===== src/rtl/reptile_pkg.sv =====
// Shared Reptile-8 definitions: fetch state encoding and instruction field layout.
package reptile_pkg;

    typedef enum logic [1:0] {
        FETCH_IDLE   = 2'd0,
        FETCH_REQ_HI = 2'd1,
        FETCH_REQ_LO = 2'd2
    } fetch_state_t;

    localparam int OPCODE_W = 3;
    localparam int INSTR_W  = 16;
    localparam int OPC_MSB  = 15;
    localparam int OPC_LSB  = 13;

endpackage


===== src/rtl/pc_counter.sv =====
// Program counter register: load has priority over increment, wraps modulo 2^ADDR_W.
module pc_counter #(
    parameter int ADDR_W = 10
) (
    input  logic              clk,
    input  logic              rst_n,
    input  logic              load,
    input  logic [ADDR_W-1:0] load_val,
    input  logic              inc,
    output logic [ADDR_W-1:0] pc
);

    always_ff @(posedge clk or negedge rst_n) begin
        if (!rst_n)
            pc <= '0;
        else if (load)
            pc <= load_val;
        else if (inc)
            pc <= pc + ADDR_W'(1);
    end

endmodule


===== src/rtl/instr_fetch_unit.sv =====
// Reptile-8 fetch stage: reads a 16-bit instruction as two bytes (high, low) over req/ack.
// Optional macro FETCH_TIMEOUT_EN adds an ack-wait timeout with a sticky fetch_err flag.
module instr_fetch_unit
    import reptile_pkg::*;
#(
    parameter int ADDR_W = 10
`ifdef FETCH_TIMEOUT_EN
    ,
    parameter int TIMEOUT = 15
`endif
) (
    input  logic                clk,
    input  logic                rst_n,
    input  logic                fetch_start,
    input  logic                pc_load,
    input  logic [ADDR_W-1:0]   pc_load_val,
    output logic                mem_req,
    output logic [ADDR_W-1:0]   mem_addr,
    input  logic                mem_ack,
    input  logic [7:0]          mem_rdata,
    output logic [INSTR_W-1:0]  ir,
    output logic [OPCODE_W-1:0] opcode,
    output logic                ir_valid,
    output logic [ADDR_W-1:0]   pc,
    output logic                busy,
    output logic                fetch_err
);

    fetch_state_t      state, state_next;
    logic [7:0]        hi_byte;
    logic              pend_valid;
    logic [ADDR_W-1:0] pend_val;
    logic              hi_ack, lo_ack, abort;
    logic              pc_ld, pc_inc;
    logic [ADDR_W-1:0] pc_ld_val;

    assign hi_ack = (state == FETCH_REQ_HI) && mem_ack;
    assign lo_ack = (state == FETCH_REQ_LO) && mem_ack;
    assign opcode = ir[OPC_MSB:OPC_LSB];

`ifdef FETCH_TIMEOUT_EN
    localparam int CNT_W = $clog2(TIMEOUT + 1);
    logic [CNT_W-1:0] wait_cnt;

    assign abort = busy && !mem_ack && (wait_cnt == CNT_W'(TIMEOUT - 1));

    // Counts unacknowledged request cycles; restarts whenever the state changes.
    always_ff @(posedge clk or negedge rst_n) begin
        if (!rst_n)
            wait_cnt <= '0;
        else if (state_next != state)
            wait_cnt <= '0;
        else if (busy)
            wait_cnt <= wait_cnt + CNT_W'(1);
    end

    always_ff @(posedge clk or negedge rst_n) begin
        if (!rst_n)
            fetch_err <= 1'b0;
        else if (abort)
            fetch_err <= 1'b1;
    end
`else
    assign abort     = 1'b0;
    assign fetch_err = 1'b0;
`endif

    always_ff @(posedge clk or negedge rst_n) begin
        if (!rst_n)
            state <= FETCH_IDLE;
        else
            state <= state_next;
    end

    always_comb begin
        state_next = state;
        case (state)
            FETCH_IDLE:   if (fetch_start) state_next = FETCH_REQ_HI;
            FETCH_REQ_HI: if (abort) state_next = FETCH_IDLE;
                          else if (mem_ack) state_next = FETCH_REQ_LO;
            FETCH_REQ_LO: if (abort || mem_ack) state_next = FETCH_IDLE;
            default:      state_next = FETCH_IDLE;
        endcase
    end

    always_comb begin
        mem_req  = (state != FETCH_IDLE);
        busy     = (state != FETCH_IDLE);
        mem_addr = pc;
    end

    // A jump arriving in the completing cycle itself wins over an older pending target.
    always_comb begin
        pc_ld     = 1'b0;
        pc_inc    = 1'b0;
        pc_ld_val = pc_load_val;
        if (state == FETCH_IDLE && pc_load) begin
            pc_ld = 1'b1;
        end else if (hi_ack) begin
            pc_inc = 1'b1;
        end else if (lo_ack) begin
            if (pc_load) begin
                pc_ld = 1'b1;
            end else if (pend_valid) begin
                pc_ld     = 1'b1;
                pc_ld_val = pend_val;
            end else begin
                pc_inc = 1'b1;
            end
        end
    end

    pc_counter #(.ADDR_W(ADDR_W)) u_pc (
        .clk      (clk),
        .rst_n    (rst_n),
        .load     (pc_ld),
        .load_val (pc_ld_val),
        .inc      (pc_inc),
        .pc       (pc)
    );

    always_ff @(posedge clk or negedge rst_n) begin
        if (!rst_n) begin
            hi_byte    <= 8'h00;
            ir         <= '0;
            ir_valid   <= 1'b0;
            pend_valid <= 1'b0;
            pend_val   <= '0;
        end else begin
            ir_valid <= lo_ack;
            if (hi_ack)
                hi_byte <= mem_rdata;
            if (lo_ack)
                ir <= {hi_byte, mem_rdata};
            if (lo_ack || abort) begin
                pend_valid <= 1'b0;
            end else if (busy && pc_load) begin
                pend_valid <= 1'b1;
                pend_val   <= pc_load_val;
            end
        end
    end

endmodule


===== config.mk =====
export PLATFORM = sky130hd
export DESIGN_NAME = instr_fetch_unit
export DESIGN_NICKNAME = d
export VERILOG_FILES = /design/src/rtl/reptile_pkg.sv /design/src/rtl/pc_counter.sv /design/src/rtl/instr_fetch_unit.sv
export SDC_FILE = /design/constraint.sdc
export NUM_CORES = 1
export LEC_CHECK = 0
export ABC_CLOCK_PERIOD_IN_PS = 2100
export BUFFER_PORTS_ARGS = -buffer_cell sky130_fd_sc_hd__buf_2
export CORE_UTILIZATION = 46
export DETAILED_ROUTE_END_ITERATION = 6
export GPL_TIMING_DRIVEN = 0
export PLACE_DENSITY_LB_ADDON = 0.1
export SLEW_MARGIN = 10
export SYNTH_ARGS = -nofsm -noshare
export SYNTH_HDL_FRONTEND = slang
export SYNTH_HIERARCHICAL = 1
export SYNTH_SLANG_ARGS = --single-unit

===== constraint.sdc =====
create_clock -name clk -period 2.1 [get_ports clk]
set_input_delay 0.315 -clock clk [delete_from_list [all_inputs] [get_ports clk]]
set_output_delay 0.315 -clock clk [all_outputs]
set_load 0.02 [all_outputs]

==> impl_metrics.py, run 1 <==
metrics = {
    "synth": {
        "synth_warnings": 6,
        "synth_xor_area_frac": 0.0151,
        "synth-simple-area-share": 0.104,
        "synth_compound_area_frac": 0.0437,
        "netlist_instances": 180,
        "syn_area_per_cell_um2": 12.9,
        "yosys_register_bits": 48,
        "syn_area_mm2": 0.00232,
        "synth_fa_ha_area_frac": 0.00539,
        "ys_types": 34,
        "yosysSeqAreaShare": 0.518,
        "synth.area.mux_share": 0.237,
        "synth.net_count": 204,
        "synth_top_family_by_area": "multiplexers",
    },
    "sta": {
        "period_share": 0.939,
        "worstMarginPinSlew_ns": 1.06,
        "fin_setup_tns_ns": 0,
        "hold_viol": 0,
        "finClkSkew_ns": 0.00466,
        "setup_slack_ns": 0.128,
        "rsz0062_at_grt": "no",
        "fmax_mhz": 507,
        "period_needed_ns": 1.97,
        "setup_viol": 0,
        "slew_viol_final": 0,
        "slew_headroom": 0.294,
    },
    "global_routing": {
        "grt_first_pass_wirelength_mm": 7.12,
        "grt_usage": 0.180,
        "antenna_found_initial": 0,
        "grt_overflow": 0,
        "grt_pass1_vias": 1534,
        "grt_max_degree": 49,
    },
    "power": {
        "power_density_mw_per_mm2": 1490,
        "switchingPower_mw": 1.68,
        "p_leak_nw": 1.40,
        "p_sw_frac": 0.396,
        "power_frac_clock": 0.136,
        "power_frac_comb": 0.460,
        "seqPwrFrac": 0.404,
        "internal-power_mw": 2.56,
        "irDropWorstVdd_uv": 904,
    },
    "die": {
        "initial_core_util": 0.485,
        "die_w_um": 73.0,
        "die_h_um": 73.0,
        "num_io_pins": 66,
        "rows": 25,
        "die_area_mm2": 0.00533,
        "coreArea_mm2": 0.00479,
    },
    "final_layout": {
        "final_nets": 277,
        "post-route-util": 0.595,
        "n_fill_cell": 434,
        "syn2layout_area_growth_pct": 22.8,
        "layout-drive-gt1-share": 0.583,
        "diodes": 0,
        "multiInputGateArea_um2": 947,
        "seqCellArea_mm2": 0.00120,
    },
    "clock_network": {
        "root_buffer": "clkbuf_8",
        "cts_buffers": 5,
        "cts.sinks": 48,
        "insertion_delay_ns": 0.30,
        "cts.clk_slew.worst_paths_ns": 0.09,
        "clock_path_buffers": 2,
        "cts_tree": "built",
        "h-tree-depth": 2,
    },
    "critical_path": {
        "worst-endpoint-required_ns": 2.29,
        "crit_type": "flop to flop",
        "rrSetupSlack_ns": 0.13,
        "worstPathMaxFanout": 10,
        "rr_worst_depth": 8,
        "startpoint_type": "flop",
        "cp-end-kind": "flop",
        "critPathArrivalTime_ns": 2.16,
    },
    "run": {
        "maxCapViolCount": 0,
    },
    "placed_design": {
        "preCtsSetupSlack_ns": -0.0816,
        "place_hpwl_mm": 3.02,
        "gp_congestion": 0.733,
        "port_buffers": 64,
    },
    "drt": {
        "ant_nets": 0,
        "vias": 1596,
        "wl_per_cell_um": 13.2,
        "wl_mm": 4.24,
        "drt_pass1_iterations": 4,
        "drt-initial-drc-count": 89,
        "drcViolationCount": 0,
        "via_per_inst": 4.97,
    },
    "min_path": {
        "hp-class": "primary input to async pin",
    },
    "outcome": {
        "outcome": "finished clean",
    },
}
==> registers in the layout, summed over array words and instances, names as in the netlist <==
| signal | cells |
|---|---|
| state | 2 |
| hi_byte | 8 |
| pend_valid | 1 |
| ir | 16 |
| u_pc/pc | 10 |
| pend_val | 10 |
| ir_valid | 1 |
==> area by class of cell <==
type                    instances  area share
plain buffers                  22      0.0580
clock buffers                   5      0.0242
clock inverters                 3     0.00923
inverters                       3     0.00395
multi-input cells             106       0.333
flip-flops and latches         48       0.422
well taps                      67      0.0294
repair buffers                 67       0.120
==> cells by family after synthesis <==
| family | after synthesis |
|---|---|
| flip-flops | 48 |
| multiplexers | 46 |
| AO/OA/AOI/OAI | 15 |
| AND/OR/NAND/NOR | 39 |
| buffers and inverters | 26 |
| XOR/XNOR | 4 |
| other | 1 |
| adder cells (fa/ha/maj) | 1 |
==> power groups by stage <==
stage | Sequential [mW] | Combinational, mW | Clock [mW]
floorplan | 1.98 | 1.10 | 0
global placement | 1.71 | 1.91 | 0
detailed placement | 1.73 | 1.94 | 0
CTS | 1.72 | 1.95 | 0.597
global route | 1.79 | 2.11 | 0.629
finish | 1.71 | 1.95 | 0.577
==> worst max-delay path: stages, from the launching register on <==
cell	delay [ns]
dfrtp_2	0.44
buf_4	0.14
or2_4	0.26
nand2_1	0.07
a22o_1	0.22
clkbuf_4	0.23
inv_1	0.10
o311a_1	0.13
a221o_1	0.26
==> cells in the mapped netlist, drive strengths merged <==
library cell | number | area share
nand3b | 2 | 0.012
nor2 | 3 | 0.0049
mux2i | 2 | 0.0086
or4b | 1 | 0.0043
o31ai | 1 | 0.0032
nor3 | 1 | 0.0022
xor2 | 3 | 0.011
or2 | 1 | 0.0038
o211ai | 3 | 0.0097
buf | 21 | 0.068
o21ai | 7 | 0.015
or4 | 3 | 0.0097
nand3 | 7 | 0.017
nor3b | 1 | 0.0054
nand4 | 4 | 0.017
ha | 1 | 0.0054
o311a | 1 | 0.0043
a22o | 1 | 0.0038
conb | 1 | 0.0016
dfrtp | 48 | 0.52
mux2 | 44 | 0.23
a22oi | 1 | 0.0032
a221o | 1 | 0.0043
nand2 | 15 | 0.024
nor2b | 1 | 0.0027
xnor2 | 1 | 0.0038
clkbuf | 2 | 0.0032
inv | 3 | 0.0049
==> timing repair <==
action                     in CTS  in global routing
hold buffers                    0                  0
resized for setup               3                  5
setup buffers                   1                  2
setup endpoints to repair      10                 10
==> placed cells by master (no fill, tap or decap), types with 5 or more instances in the layout <==
master	count
clkbuf_8	5
buf_4	19
nand2_1	15
nand3_1	6
mux2_2	35
o21ai_0	7
buf_2	66
dfrtp_1	47
mux2_4	9
==> worst paths after layout <==
check,to,startpoint
worst max-delay path,u_pc/pc[8]$_DFFE_PN0P_,state[0]$_DFFE_PN0P_
worst min-delay path,pend_val[5]$_DFFE_PN0P_,rst_n
worst max register to register,u_pc/pc[8]$_DFFE_PN0P_,state[0]$_DFFE_PN0P_
worst min register to register,ir[8]$_DFFE_PN0P_,ir[8]$_DFFE_PN0P_
max in group asynchronous,state[0]$_DFFE_PN0P_,rst_n
min in group clk,hi_byte[2]$_DFFE_PN0P_,mem_rdata[2]
==> metal layers <==
metal | GRT usage | routed length [um] | up-vias
met4 | 0.0850 | 51 | 0
met3 | 0.0387 | 205 | 5
met2 | 0.305 | 2100 | 41
li1 | - | - | 769
met1 | 0.217 | 1880 | 781
met5 | 0 | 0 | -
==> per-stage QoR <==
step	total power [mW]	std cells	cell area (um2)	hold slack, ns
floorplan	3.08	180	2320	0.0194
global placement	3.62	311	2720	0.483
detailed placement	3.67	311	2720	0.492
CTS	4.27	320	2830	0.229
global route	4.53	321	2850	0.241
finish	4.24	321	2850	0.197
Note: power is estimated with default switching activity, not from simulation.
==> run 2: changes to the inputs <==
- PLACE_DENSITY: unset -> 0.75
- PLACE_DENSITY_LB_ADDON: 0.1 -> unset
==> run 2 against run 1 <==
Against the previous run:
- clock skew increased by 0.0035 ns
- sequential share of layout area decreased by 0.46 points
- maximum frequency decreased by 3.0%
- sequential power about the same
- via count increased by 0.44%
- non-clock buffer count increased by 1
- global-route usage increased by 0.40 points
- worst setup slack got worse by 0.060 ns
- combinational power about the same
- utilization increased by 0.65 points
- critical endpoint is now u_pc/pc[7]$_DFFE_PN0P_
- largest power group unchanged
==> impl_metrics.py, run 2 (same netlist as run 1, synthesis figures left out) <==
metrics = {
    "outcome": {
        "outcome": "finished clean",
    },
    "clock_network": {
        "cts.clk_slew.worst_paths_ns": 0.09,
        "clock_path_buffers": 2,
        "cts.sinks": 48,
        "insertion_delay_ns": 0.30,
        "postCtsHoldBufs": 0,
        "h-tree-depth": 2,
        "cts_buffers": 5,
        "cts_tree": "built",
        "root_buffer": "clkbuf_8",
    },
    "drt": {
        "ant_nets": 0,
        "drt_pass1_iterations": 4,
        "via_per_inst": 4.98,
        "wl_mm": 4.52,
        "drt-initial-drc-count": 104,
        "wl_per_cell_um": 14.0,
        "drcViolationCount": 0,
        "vias": 1603,
    },
    "power": {
        "p_leak_nw": 1.41,
        "power_density_mw_per_mm2": 1520,
        "irDropWorstVdd_uv": 932,
    },
    "die": {
        "die_w_um": 73.0,
        "num_io_pins": 66,
        "initial_core_util": 0.485,
        "die_h_um": 73.0,
        "die_area_mm2": 0.00533,
        "coreArea_mm2": 0.00479,
        "rows": 25,
    },
    "final_layout": {
        "layout_common_cells": "66 x buf_2, 47 x dfrtp_1, 35 x mux2_2",
        "largest_registers": "ir (16), pend_val (10), u_pc/pc (10)",
        "final_area_mm2": 0.00288,
        "final_nets": 278,
        "largest_register_ff_count": 16,
        "syn2layout_area_growth_pct": 24.1,
        "stdcell_count": 322,
        "post-route-util": 0.602,
        "diodes": 0,
        "layout-drive-gt1-share": 0.588,
        "n_fill_cell": 403,
        "final_common_cell": "buf_2",
        "regMostFlops": "ir",
    },
    "critical_path": {
        "cpPeakStageDelay_ns": 0.52,
        "rr_worst_depth": 7,
        "worst-endpoint-required_ns": 2.34,
        "critPathTopFamily": "simple AND/OR/NAND/NOR gates",
        "worst-path-buf-inv": 3,
        "worstPathMaxFanout": 10,
        "slowest_stage": "or4_1",
        "critPathArrivalTime_ns": 2.27,
        "cp-end-kind": "flop",
        "crit_type": "flop to flop",
        "path_cells": "nand3b_4, buf_4, inv_1, a22o_1, clkbuf_4, or4_1, nand3_1",
        "worst-path-stages": 7,
        "startpoint_type": "flop",
    },
    "global_routing": {
        "grt_overflow": 0,
        "grt_max_degree": 49,
        "grt_first_pass_wirelength_mm": 7.43,
        "antenna_found_initial": 0,
        "grt_usage": 0.184,
        "grt_pass1_vias": 1579,
    },
    "sta": {
        "whs_ns": 0.197,
        "hold_viol": 0,
        "rsz0062_at_grt": "no",
        "fmax_mhz": 492,
        "slew_headroom": 0.298,
        "period_needed_ns": 2.03,
        "finClkSkew_ns": 0.00819,
        "fin_setup_tns_ns": 0,
        "setup_viol": 0,
        "period_share": 0.968,
        "worstMarginPinSlew_ns": 1.05,
        "slew_viol_final": 0,
    },
    "placed_design": {
        "placedCellCount": 311,
        "placed_area_mm2": 0.00272,
        "port_buffers": 64,
        "gp_congestion": 0.807,
        "place_hpwl_mm": 3.10,
    },
    "min_path": {
        "hp-class": "primary input to async pin",
    },
    "run": {
        "maxCapViolCount": 0,
    },
}
run 2: power by group:
group / switching [mW] / total, mW / internal [mW]
logic: 1.02 / 1.97 / 0.955
registers: 0.355 / 1.72 / 1.36
clock network: 0.320 / 0.679 / 0.359
run 2: metal layers:
metal,track usage,share of wire
met5,0,0
met4,0.0632,0.0088
met3,0.0497,0.050
met2,0.279,0.47
met1,0.254,0.47
run 2: area by class of cell:
type,instances,area (um2),area share
Sequential cell,48,1200,0.418
Timing Repair Buffer,67,343,0.119
Inverter,3,11.3,0.00391
Clock inverter,3,47.5,0.0165
Clock buffer,5,68.8,0.0239
Tap cell,67,83.8,0.0291
Buffer,23,173,0.0600
Multi-Input combinational cell,106,950,0.330
run 2: worst paths after layout:
| check | to | slack (ns) | start |
|---|---|---|---|
| max | u_pc/pc[7]$_DFFE_PN0P_ | 0.07 | state[1]$_DFFE_PN0P_ |
| min | pend_val[6]$_DFFE_PN0P_ | 0.20 | rst_n |
| max reg2reg | u_pc/pc[7]$_DFFE_PN0P_ | 0.07 | state[1]$_DFFE_PN0P_ |
| min reg2reg | ir[10]$_DFFE_PN0P_ | 0.50 | hi_byte[2]$_DFFE_PN0P_ |
| max in group asynchronous | state[1]$_DFFE_PN0P_ | 1.17 | rst_n |
| min in group clk | ir[2]$_DFFE_PN0P_ | 0.25 | mem_rdata[2] |
run 2: repair_timing:
action | in CTS | in global routing
resized for setup | 4 | 4
endpoints found under the setup margin | 10 | 3
pin swaps | 0 | 1
setup buffers | 1 | 2
endpoints found under the hold margin | 0 | 0
run 2: per-stage QoR:
stage	worst slack, ns	total power [mW]
final	0.0675	4.37
after global routing	0.00694	4.66
after CTS	0.0387	4.39
after detailed placement	-0.0803	3.68
after global placement	-0.0242	3.62
after floorplan	0.168	3.08
